==> config.mk <==
export PLATFORM = sky130hd
export DESIGN_NAME = reg_port_arbiter
export DESIGN_NICKNAME = d
export VERILOG_FILES = /design/src/rtl/gpu_regs_pkg.sv /design/src/rtl/host_wait_counter.sv /design/src/rtl/reg_port_arbiter.sv
export SDC_FILE = /design/constraint.sdc
export NUM_CORES = 1
export LEC_CHECK = 0
export BUFFER_PORTS_ARGS = -buffer_cell sky130_fd_sc_hd__buf_2
export CAP_MARGIN = 20
export CORE_AREA = 10 10 111 113
export CTS_CLUSTER_DIAMETER = 40
export DETAILED_ROUTE_END_ITERATION = 10
export DIE_AREA = 0 0 121 123
export PLACE_DENSITY = 0.7
export REMOVE_ABC_BUFFERS = 1
export SLEW_MARGIN = 20
export SYNTH_ARGS = -nofsm -noshare
export SYNTH_HDL_FRONTEND = slang
export SYNTH_SLANG_ARGS = --single-unit
==> constraint.sdc <==
create_clock -name clock -period 2.81 [get_ports clock]
set_input_delay 0 -clock clock [delete_from_list [all_inputs] [get_ports clock]]
set_output_delay 0 -clock clock [all_outputs]
set_load 0.005 [all_outputs]
==> src/rtl/gpu_regs_pkg.sv <==
// rtl/gpu_regs_pkg.sv - shared types and widths for the register-bank port arbiter
package gpu_regs_pkg;

    localparam int unsigned REG_ADDR_WIDTH   = 5;
    localparam int unsigned REG_WORD_WIDTH   = 32;
    localparam int unsigned WAIT_COUNT_WIDTH = 4;

    typedef enum logic {
        CORE_PRI = 1'b0,
        HOST_PRI = 1'b1
    } arb_state_t;

    typedef enum logic [1:0] {
        NONE = 2'd0,
        CORE = 2'd1,
        HOST = 2'd2
    } rsp_tag_t;

endpackage

==> src/rtl/host_wait_counter.sv <==
// rtl/host_wait_counter.sv - saturating count of consecutive host stall cycles
module host_wait_counter
    import gpu_regs_pkg::*;
#(
    parameter int unsigned LIMIT = 4
) (
    input  logic                        clock,
    input  logic                        reset_n,
    input  logic                        clear,
    input  logic                        inc,
    output logic [WAIT_COUNT_WIDTH-1:0] count,
    output logic                        reached
);

    always_ff @(posedge clock or negedge reset_n) begin
        if (!reset_n) begin
            count <= '0;
        end else if (clear) begin
            count <= '0;
        end else if (inc && (count != {WAIT_COUNT_WIDTH{1'b1}})) begin
            count <= count + 1'b1;
        end
    end

    assign reached = (count == WAIT_COUNT_WIDTH'(LIMIT - 1));

endmodule

==> src/rtl/reg_port_arbiter.sv <==
// rtl/reg_port_arbiter.sv - core/host arbiter in front of the 2R/1W register bank
module reg_port_arbiter
    import gpu_regs_pkg::*;
#(
    parameter int unsigned WORD_WIDTH    = REG_WORD_WIDTH,
    parameter int unsigned ADDRESS_WIDTH = REG_ADDR_WIDTH,
    parameter int unsigned HOST_MAX_WAIT = 4
) (
    input  logic                     clock,
    input  logic                     reset_n,
    input  logic                     core_rd_valid,
    output logic                     core_rd_ready,
    input  logic [ADDRESS_WIDTH-1:0] core_rs1,
    input  logic [ADDRESS_WIDTH-1:0] core_rs2,
    output logic                     core_rsp_valid,
    output logic [WORD_WIDTH-1:0]    core_rs1_data,
    output logic [WORD_WIDTH-1:0]    core_rs2_data,
    input  logic                     core_wr_valid,
    output logic                     core_wr_ready,
    input  logic [ADDRESS_WIDTH-1:0] core_rd,
    input  logic [WORD_WIDTH-1:0]    core_wr_data,
    input  logic                     host_valid,
    output logic                     host_ready,
    input  logic                     host_write,
    input  logic [ADDRESS_WIDTH-1:0] host_address,
    input  logic [WORD_WIDTH-1:0]    host_wdata,
    output logic                     host_rsp_valid,
    output logic [WORD_WIDTH-1:0]    host_rdata,
    output logic                     rf_write,
    output logic [ADDRESS_WIDTH-1:0] rf_write_address,
    output logic [WORD_WIDTH-1:0]    rf_write_data,
    output logic                     rf_read1,
    output logic [ADDRESS_WIDTH-1:0] rf_read1_address,
    input  logic [WORD_WIDTH-1:0]    rf_read1_data,
    output logic                     rf_read2,
    output logic [ADDRESS_WIDTH-1:0] rf_read2_address,
    input  logic [WORD_WIDTH-1:0]    rf_read2_data
);

    arb_state_t                  state, state_next;
    logic [WAIT_COUNT_WIDTH-1:0] wait_count;
    logic                        wait_reached;
    logic host_rd_req, host_wr_req, host_pri;
    logic core_rd_acc, core_wr_acc, host_rd_acc, host_wr_acc;

    rsp_tag_t                rsp1_tag;
    logic                    rsp1_zero, rsp1_byp, rsp2_zero, rsp2_byp;
    logic [WORD_WIDTH-1:0]   rsp1_byp_data, rsp2_byp_data, port1_data, port2_data;

    assign host_rd_req = host_valid && !host_write;
    assign host_wr_req = host_valid && host_write;
    assign host_pri    = (state == HOST_PRI);

    // Host only contends for the resource it actually needs; the other side proceeds freely.
    assign core_rd_ready = core_rd_valid && !(host_pri && host_rd_req);
    assign core_wr_ready = core_wr_valid && !(host_pri && host_wr_req);
    assign host_ready    = host_valid && (host_pri ||
                           !((host_rd_req && core_rd_valid) || (host_wr_req && core_wr_valid)));

    assign core_rd_acc = core_rd_ready;
    assign core_wr_acc = core_wr_ready;
    assign host_rd_acc = host_ready && !host_write;
    assign host_wr_acc = host_ready && host_write;

    host_wait_counter #(.LIMIT(HOST_MAX_WAIT)) u_wait (
        .clock   (clock),
        .reset_n (reset_n),
        .clear   (!host_valid || host_ready),
        .inc     (host_valid && !host_ready),
        .count   (wait_count),
        .reached (wait_reached)
    );

    always_ff @(posedge clock or negedge reset_n) begin
        if (!reset_n) state <= CORE_PRI;
        else          state <= state_next;
    end

    always_comb begin
        state_next = state;
        case (state)
            CORE_PRI: if (host_valid && !host_ready && wait_reached) state_next = HOST_PRI;
            HOST_PRI: if (host_ready || !host_valid) state_next = CORE_PRI;
            default:  state_next = CORE_PRI;
        endcase
    end

    // Writes to x0 are accepted but never reach the bank.
    always_comb begin
        rf_write         = 1'b0;
        rf_write_address = '0;
        rf_write_data    = '0;
        if (core_wr_acc) begin
            rf_write         = (core_rd != '0);
            rf_write_address = core_rd;
            rf_write_data    = core_wr_data;
        end else if (host_wr_acc) begin
            rf_write         = (host_address != '0);
            rf_write_address = host_address;
            rf_write_data    = host_wdata;
        end
    end

    always_comb begin
        rf_read1         = core_rd_acc || host_rd_acc;
        rf_read1_address = core_rd_acc ? core_rs1 : (host_rd_acc ? host_address : '0);
        rf_read2         = core_rd_acc;
        rf_read2_address = core_rd_acc ? core_rs2 : '0;
    end

    always_ff @(posedge clock or negedge reset_n) begin
        if (!reset_n) begin
            rsp1_tag      <= NONE;
            rsp1_zero     <= 1'b0;
            rsp1_byp      <= 1'b0;
            rsp1_byp_data <= '0;
            rsp2_zero     <= 1'b0;
            rsp2_byp      <= 1'b0;
            rsp2_byp_data <= '0;
        end else begin
            rsp1_tag      <= core_rd_acc ? CORE : (host_rd_acc ? HOST : NONE);
            rsp1_zero     <= (rf_read1_address == '0);
            rsp1_byp      <= rf_write && (rf_read1_address == rf_write_address);
            rsp1_byp_data <= rf_write_data;
            rsp2_zero     <= (rf_read2_address == '0);
            rsp2_byp      <= rf_write && (rf_read2_address == rf_write_address);
            rsp2_byp_data <= rf_write_data;
        end
    end

    assign port1_data = rsp1_zero ? '0 : (rsp1_byp ? rsp1_byp_data : rf_read1_data);
    assign port2_data = rsp2_zero ? '0 : (rsp2_byp ? rsp2_byp_data : rf_read2_data);

    assign core_rsp_valid = (rsp1_tag == CORE);
    assign host_rsp_valid = (rsp1_tag == HOST);
    assign core_rs1_data  = core_rsp_valid ? port1_data : '0;
    assign core_rs2_data  = core_rsp_valid ? port2_data : '0;
    assign host_rdata     = host_rsp_valid ? port1_data : '0;

endmodule

==> flow_metrics.env, run 1 <==
export IMPL_finalCritPeriodShare_pct=79.93
export IMPL_skew_ns=0.009027
export IMPL_root_buffer="clkbuf_8"
export IMPL_reg2reg_depth=4
export IMPL_grtUsageTotal_pct=20.70
export IMPL_r2r_slack_ns=0.56
export IMPL_synthArstFlopShare_pct=100.0
export IMPL_min_from="core_rs2[3]"
export IMPL_fmax_ghz=0.4452
export IMPL_start_util_pct=30.84
export IMPL_synth_cell_types=44
export IMPL_first_iter_violations=167
export IMPL_viasPerCell=4.917
export IMPL_setup_tns_ns=0
export IMPL_startpoint_type="flip-flop"
export IMPL_n_fill_cell=936
export IMPL_wirelength_um=16720
export IMPL_cts_setup_buffers=0
export IMPL_clock_sinks=43
export IMPL_hp_class="in2reg"
export IMPL_port_buffers=304
export IMPL_overflow=0
export IMPL_hold_path_depth=4
export IMPL_dp_hpwl_um=12900
export IMPL_cp_startpoint="host_pri"
export IMPL_outcome="finished, final reports clean"
export IMPL_vias=4155
export IMPL_cts_max_path_buffers=2
export IMPL_power_density_nw_per_um2=319.4
export IMPL_synth_ff_type="dfrtp_1"
export IMPL_grt_setup_unrepaired="no"
export IMPL_max_cap_violations=0
export IMPL_cts_made_buffers=5
export IMPL_min_period_ns=2.246
export IMPL_synth_edf_count=0
export IMPL_grt_pass1_vias=4471
export IMPL_worstReg2RegEnd="rsp2_byp_data[16]"
export IMPL_grt_first_pass_wirelength_um=24700
export IMPL_holdPathEnd="rsp2_zero"
export IMPL_drtPass1Iterations=4
export IMPL_cts_tree="built"
export IMPL_rows=37
export IMPL_power_mw=1.749
export IMPL_vdd_drop_max_mv=0.1771
export IMPL_fp_dieH_um=123
export IMPL_arrival_ns=2.47
export IMPL_setup_viol=0
export IMPL_drv_slew=0
export IMPL_cellLeakagePower_nw=2.948
export IMPL_area_delta_synth_final_pct=75.11
export IMPL_cp_required_ns=3.04
export IMPL_syn_inst=355
export IMPL_r2r_start="host_pri"
export IMPL_syn_cell_area_sq_um=3127
export IMPL_placeableCoreArea_sq_um=10140
export IMPL_finalNetCount=863
export IMPL_worstMarginPinSlew_ns=1.072
export IMPL_grt_max_degree=44
export IMPL_io_pin_count=305
export IMPL_routedWlPerCell_um=19.79
export IMPL_syn_area_per_cell_sq_um=8.808
export IMPL_drc=0
export IMPL_drive_gt1_share_pct=46.05
export IMPL_relSlewSlack_pct=28.55
export IMPL_finalHoldViolations=0
export IMPL_gp_congestion=0.9286
export IMPL_clock_latency_ns=0.30
export IMPL_antenna_found_initial=0
export IMPL_dieArea_sq_um=14880
export IMPL_ys_ff_latch=43
export IMPL_cts_clk_slew_worst_paths_ns=0.09
export IMPL_ys_seq_area_share_pct=34.41
export IMPL_dieWidth_um=121
export IMPL_critical_path_class="reg2reg"
export IMPL_cp_end_kind="flip-flop"
export IMPL_crit_fanout=23
export IMPL_cts_htree_levels=2
export IMPL_ys_warn_count=0
export IMPL_postRouteAntennaNets=0
export IMPL_whs_ns=0.01820
repair_timing:
item	in CTS	in global routing
resized for setup	0	0
hold buffers	65	0
setup endpoints to repair	0	0
hold endpoints to repair	75	0
where the power goes:
group	internal, mW	switching (mW)
logic	0.350	0.314
registers	0.656	0.0379
clock network	0.172	0.219
total	1.18	0.571
metrics by stage:
step	setup WS, ns	std cells	instance area [sq um]	util [%]
after detailed placement	0.6473	772	4743	46.79
after global placement	0.7414	772	4743	46.79
final	0.5640	845	5475	54.00
after global routing	0.4172	844	5473	53.98
after floorplan	0.3293	327	3004	-
after CTS	0.5817	844	5470	53.96
logic make-up (layout without fill, tap and decap cells):
group / after synthesis / count (layout) / synth area share (%)
AOI/OAI and AO/OA: 59 / 59 / 16.17
xor gates and xnor gates: 8 / 8 / 2.241
adders and majority gates: 1 / 1 / 0.4001
buffers and inverters: 34 / 387 / 4.642
DFF: 43 / 43 / 34.41
muxes: 66 / 66 / 21.17
other: 0 / 1 / 0
and+or+nand+nor: 144 / 144 / 20.97
sequential cells by signal, summed over array words and instances (netlist names):
register / cells
rsp2_byp_data: 32
rsp2_byp: 1
rsp1_zero: 1
rsp1_tag: 2
rsp1_byp: 1
host_pri: 1
u_wait.count: 4
rsp2_zero: 1
layer usage:
metal	track usage (%)	up-vias	share of wire, %	routed length, um
li1	-	1953	-	-
met2	39.56	215	53	8805
met4	5.430	0	1.8	298
met1	21.75	1966	38	6313
met5	0	-	0	0
met3	5.789	21	7.8	1305
cells in the mapped netlist (all sizes together) (2+ instances only):
library cell / instances / area, sq um
nor2: 102 / 382.9
nand3b: 2 / 15.01
a31oi: 2 / 12.51
clkbuf: 21 / 78.83
nand2: 3 / 11.26
dfrtp: 43 / 1076
inv: 6 / 22.52
a22oi: 2 / 33.78
nand3: 5 / 25.02
mux2i: 65 / 650.6
o21ai: 6 / 30.02
a22o: 39 / 341.6
nor4b: 2 / 17.52
a21oi: 3 / 18.77
buf: 7 / 43.79
xor2: 2 / 17.52
or4: 4 / 30.03
nor2b: 4 / 25.02
xnor2: 6 / 52.55
and2: 10 / 67.57
nand2b: 5 / 38.78
nor3: 2 / 10.01
worst max-delay path, stage by stage (launching register included):
cell           delay [ns]
dfrtp_1              0.47
a21oi_4              0.51
buf_4                0.41
a22o_1               0.22
dlygate4sd3_1        0.56
cell type report:
class	instances	area (sq um)	area share [%]
Timing Repair Buffer	374	2212	40.40
Multi-Input combinational cell	278	1913	34.94
Sequential cell	43	1079	19.70
Tap cell	136	170.2	3.108
Clock buffer	7	76.32	1.394
Inverter	6	22.52	0.4113
Antenna cell	1	2.502	0.04570
cells in the final DEF (no fill, tap or decap), types with 2 or more instances in the layout:
| master | count |
|---|---|
| a21oi_1 | 2 |
| a22o_1 | 39 |
| a31oi_1 | 2 |
| and2_1 | 8 |
| and2_4 | 2 |
| buf_2 | 303 |
| buf_4 | 6 |
| clkbuf_1 | 2 |
| clkbuf_8 | 5 |
| dfrtp_1 | 41 |
| dfrtp_2 | 2 |
| dlygate4sd3_1 | 65 |
| inv_1 | 6 |
| mux2i_1 | 65 |
| nand2_1 | 3 |
| nand2b_1 | 4 |
| nand3_1 | 5 |
| nand3b_1 | 2 |
| nor2_1 | 102 |
| nor2b_1 | 4 |
| nor3_1 | 2 |
| nor4b_1 | 2 |
| o21ai_0 | 5 |
| or4_1 | 4 |
| xnor2_1 | 6 |
| xor2_1 | 2 |
worst max-delay path by stage:
stage | end | slack, ns | cells past startpoint
floorplan | rsp2_byp | 0.33 | 4
global placement | rsp1_byp | 0.74 | 6
detailed placement | rsp1_byp | 0.65 | 6
CTS | rsp2_byp_data[14] | 0.58 | 4
global route | rsp2_byp | 0.42 | 6
finish | rsp2_byp_data[16] | 0.56 | 4
Note: power is estimated with default switching activity, not from simulation.
==> run 2, diff against run 1 <==
- ABC_AREA: default -> 1
- CORE_AREA: 10 10 111 113 -> default
- CORE_MARGIN: default -> 10
- CORE_UTILIZATION: default -> 35
- DIE_AREA: 0 0 121 123 -> default
- PLACE_DENSITY: 0.7 -> 0.79
- clock period: 2.81 -> 1.85 ns (I/O delays scaled with it)
==> run 2 against run 1 <==
Net effect:
- clock skew is essentially flat
- sequential power grew 50%
- critical path depth grew 1
- global-route usage grew 3.4 points
- final area grew 4.3%
- final cell count grew 17%
- clock power grew 100%
- critical path type unchanged
- largest cell class unchanged
==> flow_metrics.env, run 2 <==
export IMPL_min_period_ns=1.763
export IMPL_syn_inst=515
export IMPL_synth_fa_ha_area_share_pct=0.3695
export IMPL_viasPerCell=5.068
export IMPL_dieWidth_um=118.4
export IMPL_wirelength_um=18150
export IMPL_slowest_stage="dlygate4sd3_1"
export IMPL_drv_slew=0
export IMPL_setup_viol=0
export IMPL_synth_xor_area_share_pct=0.7761
export IMPL_seq_power_share_pct=35.0
export IMPL_r2r_start="host_pri"
export IMPL_setup_tns_ns=0
export IMPL_skew_ns=0.009031
export IMPL_synthMuxAreaShare_pct=0
export IMPL_placeableCoreArea_sq_um=9328
export IMPL_drtPass1Iterations=5
export IMPL_reg2reg_depth=5
export IMPL_final_cell_area_sq_um=5713
export IMPL_final_cell_mix="304 x buf_2, 141 x nor2_1, 101 x nand2_1, 56 x dlygate4sd3_1, 43 x dfrtp_1"
export IMPL_antenna_found_initial=3
export IMPL_grt_setup_unrepaired="no"
export IMPL_startpoint_type="flip-flop"
export IMPL_cts_tree="built"
export IMPL_ys_top_cells_by_area="dfrtp_1 32%, nor2_1 16%, nand2_1 11%, a32o_1 9.5%, o21ai_0 5.3%"
export IMPL_postRouteAntennaNets=0
export IMPL_power_mw=2.978
export IMPL_r2r_slack_ns=0.09
export IMPL_finalHoldViolations=0
export IMPL_yosys_area_top_type="dfrtp_1"
export IMPL_p_sw_mw=1.000
export IMPL_cp_required_ns=2.03
export IMPL_grtUsageTotal_pct=24.13
export IMPL_grt_pass1_vias=5143
export IMPL_p_int_mw=1.977
export IMPL_max_cap_violations=0
export IMPL_outcome="finished, final reports clean"
export IMPL_yosys_area_share_simple_pct=37.47
export IMPL_synthArstFlopShare_pct=100.0
export IMPL_synth_cell_types=29
export IMPL_utilization_pct=61.25
export IMPL_start_util_pct=36.30
export IMPL_ys_seq_area_share_pct=31.78
export IMPL_hp_class="in2reg"
export IMPL_holdPathEnd="rsp2_byp_data[30]"
export IMPL_whs_ns=0.01330
export IMPL_drc=0
export IMPL_relSlewSlack_pct=34.34
export IMPL_synth_ff_type="dfrtp_1"
export IMPL_dp_hpwl_um=13530
export IMPL_grt_first_pass_wirelength_um=27740
export IMPL_largest_reg_flops=32
export IMPL_synth_common_cells="141 x nor2_1, 101 x nand2_1, 43 x dfrtp_1"
export IMPL_max_stage_delay_ns=0.56
export IMPL_clock_latency_ns=0.30
export IMPL_dieArea_sq_um=14010
export IMPL_critical_path_class="reg2reg"
export IMPL_worstPathCellList="inv_1 > nand2_4 > buf_12 > a32o_1 > dlygate4sd3_1"
export IMPL_drive_gt1_share_pct=42.42
export IMPL_ys_warn_count=0
export IMPL_syn_area_per_cell_sq_um=6.574
export IMPL_largestRegisters="rsp2_byp_data (32), u_wait.count (4), rsp1_tag (2)"
export IMPL_vdd_drop_max_mv=0.3773
export IMPL_placed_cell_area_sq_um=4994
export IMPL_first_iter_violations=497
export IMPL_synth_edf_count=0
export IMPL_overflow=0
export IMPL_cts_made_buffers=5
export IMPL_p_sw_share_pct=33.60
export IMPL_fin_cells=991
export IMPL_arrival_ns=1.95
export IMPL_min_from="host_wdata[30]"
export IMPL_fin_ws_ns=0.08656
export IMPL_port_buffers=304
export IMPL_crit_fanout=26
export IMPL_grt_max_degree=44
export IMPL_synth_most_common_cell="nor2_1"
export IMPL_worstReg2RegEnd="rsp2_byp_data[25]"
export IMPL_final_common_cell="buf_2"
export IMPL_largest_register="rsp2_byp_data"
export IMPL_gp_congestion=0.9107
export IMPL_clock_sinks=43
export IMPL_power_density_nw_per_um2=521.2
export IMPL_synth_compound_area_share_pct=20.33
export IMPL_p_comb_share_pct=38.7
export IMPL_finalCritPeriodShare_pct=95.32
export IMPL_cts_max_path_buffers=2
export IMPL_post_place_ws_ns=0.3782
export IMPL_vias=5022
export IMPL_rows=35
export IMPL_routedWlPerCell_um=18.31
export IMPL_cts_clk_slew_worst_paths_ns=0.09
export IMPL_cts_htree_levels=2
export IMPL_dp_cells=923
export IMPL_hold_path_depth=2
export IMPL_fp_dieH_um=118.4
export IMPL_synth_top_area_share_pct=31.78
export IMPL_cp_end_kind="flip-flop"
export IMPL_syn_cell_area_sq_um=3386
export IMPL_power_frac_clock_pct=26.3
export IMPL_fmax_ghz=0.5671
export IMPL_ys_ff_latch=43
export IMPL_cellLeakagePower_nw=3.257
export IMPL_area_delta_synth_final_pct=68.74
export IMPL_root_buffer="clkbuf_8"
export IMPL_io_pin_count=305
export IMPL_synth_top_family_by_area="simple AND/OR/NAND/NOR gates"
export IMPL_finalNetCount=1012
export IMPL_worstMarginPinSlew_ns=0.9850
[run 2: changes by cell type after synthesis, sizes merged, moves of 10 or more]
cell | before | now
nor2 | 102 | 142
mux2i | 65 | 0
a21oi | 3 | 35
clkbuf | 21 | 31
and2 | 10 | 0
nand2 | 3 | 118
o21ai | 6 | 37
a32o | 0 | 32
nand3 | 5 | 25
inv | 6 | 31
a22o | 39 | 0
[run 2: worst max-delay path, delay by kind of cell (launching register included)]
kind / cells / cell delay (ns)
AND/OR/NAND/NOR: 1 / 0.12
buffers and inverters: 3 / 0.85
flip-flops: 1 / 0.41
AO/OA/AOI/OAI: 1 / 0.24
[run 2: worst max path at each step]
stage                        endpoint  cells past startpoint         from
floorplan            core_rs2_data[0]                      4  rsp1_tag[1]
global placement             rsp1_byp                      9     host_pri
detailed placement           rsp1_byp                      9     host_pri
CTS                 rsp2_byp_data[25]                      5     host_pri
global route           host_rdata[29]                      6  rsp1_tag[1]
finish              rsp2_byp_data[25]                      5     host_pri
[run 2: logic make-up (layout without fill, tap and decap cells)]
family,Yosys count,after routing
AO/OA/AOI/OAI,104,104
XOR/XNOR,3,3
adder cells (fa/ha/maj),1,1
buffers and inverters,72,415
flip-flops,43,43
other,0,4
AND/OR/NAND/NOR,292,292
[run 2: power groups by stage]
| stage | Combinational, mW | Clock (mW) | Sequential [mW] |
|---|---|---|---|
| after floorplan | 0.459 | 0 | 1.06 |
| after global placement | 1.02 | 0 | 1.06 |
| after detailed placement | 1.03 | 0 | 1.06 |
| after CTS | 1.13 | 0.805 | 1.04 |
| after global routing | 1.27 | 0.842 | 1.05 |
| final | 1.15 | 0.783 | 1.04 |
[run 2: area by class of cell]
class / instances / area [sq um]
inverter: 31 / 118.9
timing repair buffer: 376 / 2222
multi-input combinational: 400 / 2003
clock buffer: 6 / 82.58
tap: 129 / 161.4
clock inverter: 2 / 38.79
sequential: 43 / 1076
fill: 850 / 3615
antenna: 4 / 10.01
[run 2: routing by layer]
metal  vias up  track usage, %  wire length, um
met1      2263           26.38             6696
li1       2379               -                -
met2       339           43.74             9020
met4         0           8.578              541
met5         -               0                0
met3        41           6.378             1888
[run 2: timing repair]
item	CTS	global route
setup buffers	0	0
gates resized for setup	0	7
endpoints found under the setup margin	0	8
hold buffers	55	1
endpoints found under the hold margin	74	1
==> run 3, diff against run 2 <==
- CORE_UTILIZATION: 35 -> 34
- PLACE_DENSITY: 0.79 -> 0.77
==> run 3 against run 2 <==
Net effect:
- register-to-register slack gained 0.32 ns
- clock skew shrank 0.0020 ns
- largest power group unchanged
- global-route usage shrank 0.70 points
- worst setup slack gained 0.031 ns
- count of clock-buffer cells in the layout shrank 1
- first-iteration DRC count shrank 10%
- critical endpoint is now core_rs2_data[12]
- largest cell class unchanged
- core utilization shrank 3.5 points
- clock power shrank 30%
- worst hold slack gained 0.0031 ns
- sequential cell count is the same
- via count shrank 1.2%
==> flow_metrics.env, run 3 (synthesized netlist as in run 2, its figures left out) <==
export IMPL_fin_ws_ns=0.1173
export IMPL_placed_cell_area_sq_um=5024
export IMPL_first_iter_violations=446
export IMPL_n_fill_cell=940
export IMPL_grt_max_degree=34
export IMPL_startpoint_type="flip-flop"
export IMPL_routedWlPerCell_um=17.95
export IMPL_final_cell_mix="304 x buf_2, 141 x nor2_1, 101 x nand2_1, 50 x dlygate4sd3_1, 43 x dfrtp_1"
export IMPL_finalCritPeriodShare_pct=93.66
export IMPL_finalNetCount=1006
export IMPL_critical_path_class="reg2out"
export IMPL_grtUsageTotal_pct=23.43
export IMPL_power_mw=2.721
export IMPL_drv_slew=0
export IMPL_grt_pass1_vias=5072
export IMPL_max_cap_violations=0
export IMPL_outcome="finished, final reports clean"
export IMPL_largest_register="rsp2_byp_data"
export IMPL_final_common_cell="buf_2"
export IMPL_cp_required_ns=1.85
export IMPL_cellLeakagePower_nw=3.202
export IMPL_port_buffers=304
export IMPL_final_cell_area_sq_um=5622
export IMPL_drtPass1Iterations=5
export IMPL_cts_made_buffers=5
export IMPL_setup_viol=0
export IMPL_reg2reg_depth=9
export IMPL_gp_congestion=0.9055
export IMPL_cts_clk_slew_worst_paths_ns=0.08
export IMPL_min_period_ns=1.733
export IMPL_dieArea_sq_um=14350
export IMPL_hold_path_depth=2
export IMPL_cts_tree="built"
export IMPL_relSlewSlack_pct=54.44
export IMPL_largestRegisters="rsp2_byp_data (32), u_wait.count (4), rsp1_tag (2)"
export IMPL_cp_end_kind="primary output"
export IMPL_drc=0
export IMPL_r2r_start="host_pri"
export IMPL_rows=36
export IMPL_worstMarginPinSlew_ns=0.6834
export IMPL_vias=4960
export IMPL_arrival_ns=1.73
export IMPL_clock_latency_ns=0.28
export IMPL_largest_reg_flops=32
export IMPL_postRouteAntennaNets=0
export IMPL_skew_ns=0.007051
export IMPL_fmax_ghz=0.5771
export IMPL_finalHoldViolations=0
export IMPL_io_pin_count=305
export IMPL_grt_first_pass_wirelength_um=27520
export IMPL_wirelength_um=17770
export IMPL_overflow=0
export IMPL_cts_htree_levels=2
export IMPL_r2r_slack_ns=0.41
export IMPL_post_place_ws_ns=0.4180
export IMPL_cts_max_path_buffers=2
export IMPL_root_buffer="clkbuf_8"
export IMPL_whs_ns=0.01640
export IMPL_worstReg2RegEnd="rsp2_byp"
export IMPL_dieWidth_um=119.8
export IMPL_placeableCoreArea_sq_um=9729
export IMPL_clock_sinks=43
export IMPL_vdd_drop_max_mv=0.2915
export IMPL_cts_setup_buffers=0
export IMPL_antenna_found_initial=4
export IMPL_viasPerCell=5.010
export IMPL_drive_gt1_share_pct=42.59
export IMPL_start_util_pct=34.80
export IMPL_fp_dieH_um=119.8
export IMPL_setup_tns_ns=0
export IMPL_min_from="host_wdata[16]"
export IMPL_hp_class="in2reg"
export IMPL_area_delta_synth_final_pct=66.04
export IMPL_holdPathEnd="rsp2_byp_data[16]"
export IMPL_power_density_nw_per_um2=484.1
export IMPL_crit_fanout=32
export IMPL_dp_hpwl_um=13450
==> run 3: per-layer routing <==
layer / vias up / track usage, % / share of wire [%]
li1: 2364 / - / -
met1: 2271 / 25.22 / 37
met2: 287 / 42.71 / 51
met3: 38 / 6.235 / 9.0
met4: 0 / 9.050 / 3.2
met5: - / 0 / 0
==> run 3: layout make-up <==
class | count | area (sq um) | share of cell area, %
flip-flops and latches | 43 | 1076 | 19.14
clock inverters | 1 | 7.507 | 0.1335
well taps | 133 | 166.4 | 2.960
repair buffers | 370 | 2171 | 38.62
multi-input cells | 400 | 1996 | 35.50
clock buffers | 5 | 68.82 | 1.224
diodes | 7 | 17.52 | 0.3116
inverters | 31 | 118.9 | 2.114
==> run 3: repair_timing <==
item	in CTS	in global routing
gates resized for setup	0	1
hold buffers	49	1
endpoints found under the hold margin	46	1
setup endpoints to repair	0	15
==> run 3: worst max-delay path by stage <==
stage	from	end	slack, ns	depth (start not counted)
after floorplan	rsp1_tag[1]	core_rs2_data[0]	0.20	4
after global routing	rsp1_tag[1]	core_rs2_data[12]	-0.003	5
after global placement	rsp1_tag[1]	core_rs2_data[12]	0.41	5
after CTS	host_pri	rf_write_data[22]	0.08	5
after detailed placement	rsp1_tag[1]	core_rs2_data[12]	0.42	5
final	rsp1_tag[1]	core_rs2_data[12]	0.12	5
==> run 3: critical path, cell delays in order (launching register included) <==
cell     delay [ns]
dfrtp_1        0.36
inv_1          0.06
nand2_1        0.06
or2_2          0.54
a21oi_1        0.27
buf_2          0.16
==> run 3: power breakdown <==
part	internal (mW)	switching, mW	total (mW)
clock	0.251	0.295	0.546
combinational	0.519	0.620	1.14
sequential	1.00	0.0348	1.04
==> run 3: per-stage QoR <==
| step | cells | utilization [%] |
|---|---|---|
| finish | 990 | 57.78 |
| global route | 987 | 57.70 |
| CTS | 982 | 57.46 |
| detailed placement | 927 | 51.63 |
| global placement | 927 | 51.63 |
| floorplan | 474 | - |
